<file path="src/rtl/bin2rns_seq_4ch.sv">
// Sequential binary-to-RNS converter for {2^MOD_1_K, MOD_2, MOD_3, MOD_4}.
// Horner folding of BITS_PER_CYCLE operand bits per clock, MSB first.
module bin2rns_seq_4ch #(
  parameter int unsigned DYN_SIZE       = 16,
  parameter int unsigned MOD_1_K        = 5,
  parameter int unsigned MOD_2          = 17,
  parameter int unsigned MOD_3          = 13,
  parameter int unsigned MOD_4          = 11,
  parameter int unsigned MAX_MOD        = 5,
  parameter int unsigned BITS_PER_CYCLE = 1
) (
  input  logic                clk,
  input  logic                reset,
  input  logic [DYN_SIZE-1:0] N,
  input  logic                in_valid,
  output logic                in_ready,
  output logic [MAX_MOD-1:0]  out_mod_1,
  output logic [MAX_MOD-1:0]  out_mod_2,
  output logic [MAX_MOD-1:0]  out_mod_3,
  output logic [MAX_MOD-1:0]  out_mod_4,
  output logic                range_err,
  output logic                out_valid,
  input  logic                out_ready,
  output logic                busy
);

  localparam int unsigned STEPS = (DYN_SIZE + BITS_PER_CYCLE - 1) / BITS_PER_CYCLE;
  localparam int unsigned PAD_W = STEPS * BITS_PER_CYCLE;
  localparam int unsigned CNT_W = $clog2(STEPS + 1);
  localparam int unsigned RW    = MAX_MOD + 1;

  localparam logic [63:0] PRODUCT = (64'd1 << MOD_1_K) * 64'(MOD_2) * 64'(MOD_3) * 64'(MOD_4);

  localparam logic [RW-1:0] M2 = RW'(MOD_2);
  localparam logic [RW-1:0] M3 = RW'(MOD_3);
  localparam logic [RW-1:0] M4 = RW'(MOD_4);

  typedef enum logic [1:0] {
    IDLE = 2'd0,
    BUSY = 2'd1,
    DONE = 2'd2
  } state_t;

  state_t             r_state;
  state_t             w_state_nxt;
  logic [PAD_W-1:0]   r_shreg;
  logic [CNT_W-1:0]   r_cnt;
  logic [MAX_MOD-1:0] r_r2, r_r3, r_r4;
  logic [MAX_MOD-1:0] r_mod_1, r_mod_2, r_mod_3, r_mod_4;
  logic               r_range_err;

  logic                      w_accept;
  logic                      w_last;
  logic [BITS_PER_CYCLE-1:0] w_chunk;
  logic [MAX_MOD-1:0]        w_r2_nxt, w_r3_nxt, w_r4_nxt;

  // One Horner step per bit: r = 2r + b, then a single conditional subtract
  // keeps r < m, so RW = MAX_MOD+1 bits never overflow.
  function automatic logic [MAX_MOD-1:0] fold(input logic [MAX_MOD-1:0]        r_in,
                                              input logic [BITS_PER_CYCLE-1:0] chunk,
                                              input logic [RW-1:0]             m);
    logic [RW-1:0]             r;
    logic [BITS_PER_CYCLE-1:0] c;
    r = {1'b0, r_in};
    c = chunk;
    for (int unsigned i = 0; i < BITS_PER_CYCLE; i++) begin
      r = {r[RW-2:0], c[BITS_PER_CYCLE-1]};
      if (r >= m) r = r - m;
      c = c << 1;
    end
    return r[MAX_MOD-1:0];
  endfunction

  assign in_ready  = (r_state == IDLE) | ((r_state == DONE) & out_ready);
  assign out_valid = (r_state == DONE);
  assign busy      = (r_state == BUSY);
  assign w_accept  = in_valid & in_ready;
  assign w_last    = (r_cnt == CNT_W'(STEPS - 1));
  assign w_chunk   = r_shreg[PAD_W-1 -: BITS_PER_CYCLE];
  assign w_r2_nxt  = fold(r_r2, w_chunk, M2);
  assign w_r3_nxt  = fold(r_r3, w_chunk, M3);
  assign w_r4_nxt  = fold(r_r4, w_chunk, M4);

  assign out_mod_1 = r_mod_1;
  assign out_mod_2 = r_mod_2;
  assign out_mod_3 = r_mod_3;
  assign out_mod_4 = r_mod_4;
  assign range_err = r_range_err;

  always_ff @(posedge clk) begin
    if (reset) r_state <= IDLE;
    else       r_state <= w_state_nxt;
  end

  always_comb begin
    w_state_nxt = r_state;
    case (r_state)
      IDLE:    if (in_valid) w_state_nxt = BUSY;
      BUSY:    if (w_last)   w_state_nxt = DONE;
      DONE:    if (out_ready) w_state_nxt = in_valid ? BUSY : IDLE;
      default: w_state_nxt = IDLE;
    endcase
  end

  always_ff @(posedge clk) begin
    if (reset) begin
      r_shreg     <= '0;
      r_cnt       <= '0;
      r_r2        <= '0;
      r_r3        <= '0;
      r_r4        <= '0;
      r_mod_1     <= '0;
      r_mod_2     <= '0;
      r_mod_3     <= '0;
      r_mod_4     <= '0;
      r_range_err <= 1'b0;
    end else if (w_accept) begin
      // Operand is zero-padded at the top so STEPS*BITS_PER_CYCLE bits fold cleanly.
      r_shreg     <= PAD_W'(N);
      r_cnt       <= '0;
      r_r2        <= '0;
      r_r3        <= '0;
      r_r4        <= '0;
      r_mod_1     <= MAX_MOD'(N[MOD_1_K-1:0]);
      r_range_err <= (64'(N) >= PRODUCT);
    end else if (r_state == BUSY) begin
      r_shreg <= r_shreg << BITS_PER_CYCLE;
      r_cnt   <= r_cnt + 1'b1;
      r_r2    <= w_r2_nxt;
      r_r3    <= w_r3_nxt;
      r_r4    <= w_r4_nxt;
      if (w_last) begin
        r_mod_2 <= w_r2_nxt;
        r_mod_3 <= w_r3_nxt;
        r_mod_4 <= w_r4_nxt;
      end
    end
  end

endmodule

</file>
<file path="config.mk">
export PLATFORM = sky130hd
export DESIGN_NAME = bin2rns_seq_4ch
export DESIGN_NICKNAME = d
export VERILOG_FILES = /design/src/rtl/bin2rns_seq_4ch.sv
export SDC_FILE = /design/constraint.sdc
export NUM_CORES = 1
export LEC_CHECK = 0
export CORE_ASPECT_RATIO = 1.75
export CORE_UTILIZATION = 67
export CTS_CLUSTER_DIAMETER = 120
export DETAILED_ROUTE_END_ITERATION = 7
export DONT_BUFFER_PORTS = 1
export PLACE_DENSITY = 0.87
export SYNTH_ARGS = -nofsm -noshare
export SYNTH_HDL_FRONTEND = slang
export SYNTH_SLANG_ARGS = --single-unit
</file>
<file path="constraint.sdc">
create_clock -name clk -period 5.08 [get_ports clk]
set_input_delay 1.016 -clock clk [delete_from_list [all_inputs] [get_ports clk]]
set_output_delay 1.016 -clock clk [all_outputs]
set_load 0.01 [all_outputs]
</file>
==> results.md, run 1 <==
* Status: finished clean
* Clock Tree Root: clkbuf_8
* Slew @ Worst Pin at 0.734 ns
* Largest stage delay, worst path at 0.63 ns
* Mean Syn Cell Area at 8.14 um2
* Area Overhead vs Synth at 5.68%
* Worst r2r src: r_state[0]
* Clock share of power at 0.394
* Setup WS pre-CTS at 2.63 ns
* Clk slew on worst S/H paths at 0.06 ns
* Starting Density at 0.704
* Filler cells at 280
* GR Util All Layers at 0.277
* HPWL Detailed at 3410 um
* Cell area after layout at 2700 um2
* Final wirelength at 5170 um
* CTS Buf Count at 9
* Post-synthesis sequential area ratio at 0.454
* DP Area at 2520 um2
* Post-synth top flop: dfxtp_1
* EDFF count, synth at 0
* DR WL/cell at 14.6 um
* Die W at 48.7 um
* Hold Path Depth at 2
* ANT nets after route at 0
* RSZ-0062 raised after global routing: false
* Ranking of synthesized cells by area: dfxtp_1, nand2_1, nor2_1
* # diodes at 0
* Setup WS post-layout at 2.34 ns
* Row count at 29
* Setup TNS at 0 ns
* Pins Over Slew Limit at 0
* Sw Pwr at 252 uW
* Power, Total at 979 uW
* DRC at 0
* Critical Path Start Type: flop
* Endpoints failing hold at 0
* Gpl congestion at 0.821
* Post-synth cell types at 45
* Via/cell ratio at 6.04
* Overflow after GRT at 0
* Die ar. at 4080 um2
* Sink Count at 58
* Worst Path Buf+Inv at 1
* Arr. time, crit path at 1.72 ns
* Slew headroom at 0.510
* Worst hold path class: flop to flop
* Fmax at 0.365 GHz
* Largest net degree at the start of global routing at 46
* Crit. End Element: primary output
* FFs w/ async S/R, synth at 0
* Crit path time final at 2.74 ns
* Critical path class: flop to primary output
* R2R cell count at 6
* CTS H-tree depth at 3
* Hold_ws at 0.456 ns
* Max-cap viol count at 0
* Final net count at 330
* Num ports at 44
* TritonCTS clock tree: done
* Worst Hold Launch: r_shreg[1]
* Area of the multi-input gates at 1280 um2
* Delay-heaviest family, CP: buffers and inverters
* Design internal power at 728 uW
* Yosys top cell by area: dfxtp_1
* CP required at 4.06 ns
* Clock Latency Late Sink at 0.34 ns
* Worst Skew at 0.00439 ns
* Vias at 2137
* Post-CTS sizing at 0
* Crit. path cell count at 2
* Initial antenna violation count at 0
* Synth top area share at 0.454
* Vias in the first global route at 2028
* Drt first pass iters at 4
* Net Sw Frac at 0.257
* Post-CTS Setup Repair Bufs at 0
* Share of post-route cells with drive strength above 1 at 0.0714
* Wire length of the first global-routing pass at 8700 um
* Core region area at 3630 um2
* Final setup violation count at 0
* Register Area at 1160 um2
* PwrDens at 363 nW/um2
* Clk buf depth at 2
* Peak supply drop at 0.000341 V
* CP startpoint: r_state[0]
* Net Count, Synth at 341
* R2R Path End: out_mod_3[2]
* Crit-path max FO at 44
* Cts hold-fix bufs at 0
* Period utilization at 0.539
* CP Cell Sequence: nand2_2, inv_2
* Share of power burned in registers at 0.507
* Seq cells post-synth at 58
* Post-Synthesis Cell Area at 2560 um2
* Static leakage at 0.947 nW
* Worst path slowest cell: inv_2
* Iter 0 DRT Violations at 56
* Flop-to-flop setup slack at 2.61 ns
* Logic gate share of total power at 0.098
* Synth Instances at 314
* CP endpoint: busy
* Synthesis Warnings at 0
* Port-buffer cells at 0
* Chip Height at 83.7 um
## cells by family after synthesis
logic type,count (synthesis),share of synthesized area
AND/OR/NAND/NOR,136,0.237
flip-flops,58,0.454
AO/OA/AOI/OAI,73,0.188
multiplexers,2,0.00832
buffers and inverters,28,0.0460
XOR/XNOR,9,0.0308
adder cells (fa/ha/maj),7,0.0343
other,1,0.00147
## metal layers
metal  GRT usage  part of all wire  vias to the layer above
met5           0                 0                        -
met2       0.491              0.52                       67
li1            -                 -                     1067
met1       0.288              0.40                      984
met3      0.0583             0.045                       19
met4       0.171             0.038                        0
## worst min-delay path by stage
stage	to
6_report	r_shreg[1]
5_1_grt	r_shreg[4]
4_1_cts	r_shreg[14]
3_5_place_dp	r_shreg[0]
3_3_place_gp	r_shreg[14]
2_1_floorplan	r_shreg[0]
## synthesized netlist by cell type (2+ instances only)
cell type and instances:
buf_2 7, ha_1 7, nand2_1 57, o31ai_1 2, nand3b_1 3, nor2_1 42, nand4_1 2, or2_2 2
a211oi_1 11, o21ai_0 18, nor3b_1 3, a31oi_1 4, inv_1 5, o22ai_1 3, nand2b_1 2, dfxtp_1 58
xor2_1 3, nor2b_1 6, nor3_1 11, o311ai_0 2, a311oi_1 10, clkbuf_1 14, xnor2_1 6, a21oi_1 15
## final cells by class
type | count | area share
sequential | 58 | 0.430
tap | 46 | 0.0213
clock inverter | 2 | 0.00371
multi-input combinational | 228 | 0.473
clock buffer | 14 | 0.0639
inverter | 6 | 0.00834
## power by group through the flow
stage / logic, mW / registers [mW] / clock network, mW
after floorplan: 0.0900 / 0.499 / 0
after global placement: 0.0928 / 0.505 / 0
after detailed placement: 0.0951 / 0.506 / 0
after CTS: 0.0964 / 0.496 / 0.391
after global routing: 0.108 / 0.500 / 0.408
final: 0.0961 / 0.497 / 0.386
## stage by stage
step / std cells / util
floorplan: 314 / -
finish: 354 / 0.744
global placement: 338 / 0.694
detailed placement: 338 / 0.694
CTS: 354 / 0.744
global route: 354 / 0.744
## cell usage in the layout, fill, tap and decap left out, drive strengths merged, types with 3 or more instances in the layout
master	netlist	routed
ha	7	7
a31oi	4	4
a21oi	16	16
inv	6	6
nor3b	4	4
a311oi	10	10
dfxtp	58	58
clkbuf	14	14
nor2b	6	6
xnor2	6	6
xor2	3	3
o22ai	3	3
a211oi	11	11
nor2	42	42
nor3	11	11
nand3b	3	3
o21ai	19	19
nand2	58	58
## worst register-to-register path: cells and delay by family, from the launching register on
family	cells	cell delay (ns)
AOI/OAI and AO/OA	2	0.36
buffers and inverters	1	0.63
DFF	1	0.45
and+or+nand+nor	3	0.92
## state kept, by name, indices dropped and copies added, names as in the netlist
register,count
r_shreg,16
out_mod_1,5
out_mod_2,5
out_mod_3,5
out_mod_4,5
r_cnt,5
r_r2,5
r_r3,5
r_r4,5
r_state,2
(Power assumes the default switching activity.)
==> run 2, diff against run 1 <==
--- a/config.mk
+++ b/config.mk
@@ -6,11 +6,11 @@
 export NUM_CORES = 1
 export LEC_CHECK = 0
 export CORE_ASPECT_RATIO = 1.75
-export CORE_UTILIZATION = 67
+export CORE_UTILIZATION = 62
 export CTS_CLUSTER_DIAMETER = 120
 export DETAILED_ROUTE_END_ITERATION = 7
 export DONT_BUFFER_PORTS = 1
-export PLACE_DENSITY = 0.87
+export PLACE_DENSITY = 0.82
 export SYNTH_ARGS = -nofsm -noshare
 export SYNTH_HDL_FRONTEND = slang
 export SYNTH_SLANG_ARGS = --single-unit
==> constraint.sdc (replaced) <==
create_clock -name clk -period 2.6 [get_ports clk]
set_input_delay 0.52 -clock clk [delete_from_list [all_inputs] [get_ports clk]]
set_output_delay 0.52 -clock clk [all_outputs]
set_load 0.01 [all_outputs]
==> results.md, run 2 (same netlist as run 1, synthesis figures left out) <==
* Status: finished clean
* Crit-path max FO at 10
* Chip Height at 86.9 um
* Slew headroom at 0.642
* Final net count at 335
* Share of post-route cells with drive strength above 1 at 0.0927
* Final wirelength at 5380 um
* Slew @ Worst Pin at 0.536 ns
* Period utilization at 0.868
* DR WL/cell at 14.9 um
* Endpoints failing hold at 0
* Post-CTS sizing at 0
* Peak supply drop at 0.000526 V
* CTS H-tree depth at 3
* Vias in the first global route at 2089
* Hold Path Depth at 1
* Starting Density at 0.655
* RSZ-0062 raised after global routing: false
* Via/cell ratio at 5.91
* GR Util All Layers at 0.274
* Clk slew on worst S/H paths at 0.06 ns
* TritonCTS clock tree: done
* # diodes at 0
* Arr. time, crit path at 2.51 ns
* Row count at 30
* Largest net degree at the start of global routing at 46
* Wire length of the first global-routing pass at 8870 um
* Worst Skew at 0.00549 ns
* Most common cell after layout, fill and taps aside: dfxtp_1
* Core region area at 3900 um2
* Setup WS post-layout at 0.344 ns
* DP Area at 2560 um2
* Gpl congestion at 0.923
* Port-buffer cells at 0
* Sink Count at 58
* Clock Tree Root: clkbuf_8
* Critical path class: flop to flop
* Area of the multi-input gates at 1280 um2
* Iter 0 DRT Violations at 67
* Setup WS pre-CTS at 0.383 ns
* CP required at 2.85 ns
* Critical Path Start Type: flop
* Most frequent cells in the layout: dfxtp_1, nand2_1, nor2_1
* DRC at 0
* Static leakage at 0.980 nW
* Crit. End Element: flop
* Initial antenna violation count at 0
* Drt first pass iters at 4
* CP startpoint: r_shreg[15]
* Worst r2r src: r_shreg[15]
* Worst hold path class: input pin to flop
* Cts hold-fix bufs at 0
* Hold_ws at 0.240 ns
* Vias at 2133
* Post-CTS Setup Repair Bufs at 0
* ANT nets after route at 0
* CTS Buf Count at 9
* Num ports at 44
* HPWL Detailed at 3620 um
* Setup TNS at 0 ns
* Worst Hold Launch: reset
* Pins Over Slew Limit at 0
* PwrDens at 726 nW/um2
* Max-cap viol count at 0
* R2R cell count at 7
* Largest Register: r_shreg
* Die ar. at 4390 um2
* Register Area at 1160 um2
* Area Overhead vs Synth at 8.08%
* Clock Latency Late Sink at 0.34 ns
* Overflow after GRT at 0
* Cell area after layout at 2760 um2
* Die W at 50.5 um
* Filler cells at 332
* Max reg flops at 16
* Crit path time final at 2.26 ns
* Fmax at 0.443 GHz
* Final setup violation count at 0
* Clk buf depth at 2
## run 2: changes by cell type in the layout (fill, tap and decap cells not counted), sizes merged
cell / delta
clkbuf: -3
clkinv: +1
buf: +5
bufinv: +1
clkinvlp: +1
## run 2: layout make-up
class,count,share of cell area
timing repair buffer,5,0.0136
inverter,6,0.00815
sequential,58,0.420
tap,48,0.0217
multi-input combinational,228,0.462
clock inverter,5,0.0190
clock buffer,11,0.0548
## run 2: per-stage QoR
step	power [mW]	utilization	cells
2_1_floorplan	1.15	-	314
3_3_place_gp	1.18	0.655	345
3_5_place_dp	1.18	0.655	345
4_1_cts	2.02	0.708	361
5_1_grt	2.10	0.708	361
6_report	2.01	0.708	361
## run 2: critical path, cell delays in order, from the launching register on
cell and delay (ns):
dfxtp_1 0.56, inv_1 0.17, ha_1 0.30, nor2b_1 0.15, o21ai_0 0.38, o211ai_1 0.18, xor2_1 0.19, a211oi_1 0.23
## run 2: routing by layer
metal,global-route usage,part of all wire
met1,0.264,0.38
met2,0.497,0.54
met3,0.0785,0.052
met4,0.167,0.030
met5,0,0
## run 2: path summary, 6_finish.rpt
check                     to  slack [ns]
setup reg to reg     r_r3[3]        0.34
hold reg to reg   r_shreg[0]        0.45
setup / recovery     r_r3[3]        0.34
hold / removal       r_r2[0]        0.24
## run 2: power by group
part           switching (mW)  total [mW]  internal (mW)
Sequential             0.0406       0.972          0.931
Combinational           0.120       0.195         0.0754
Clock                   0.350       0.839          0.489
Total                   0.510        2.01           1.50
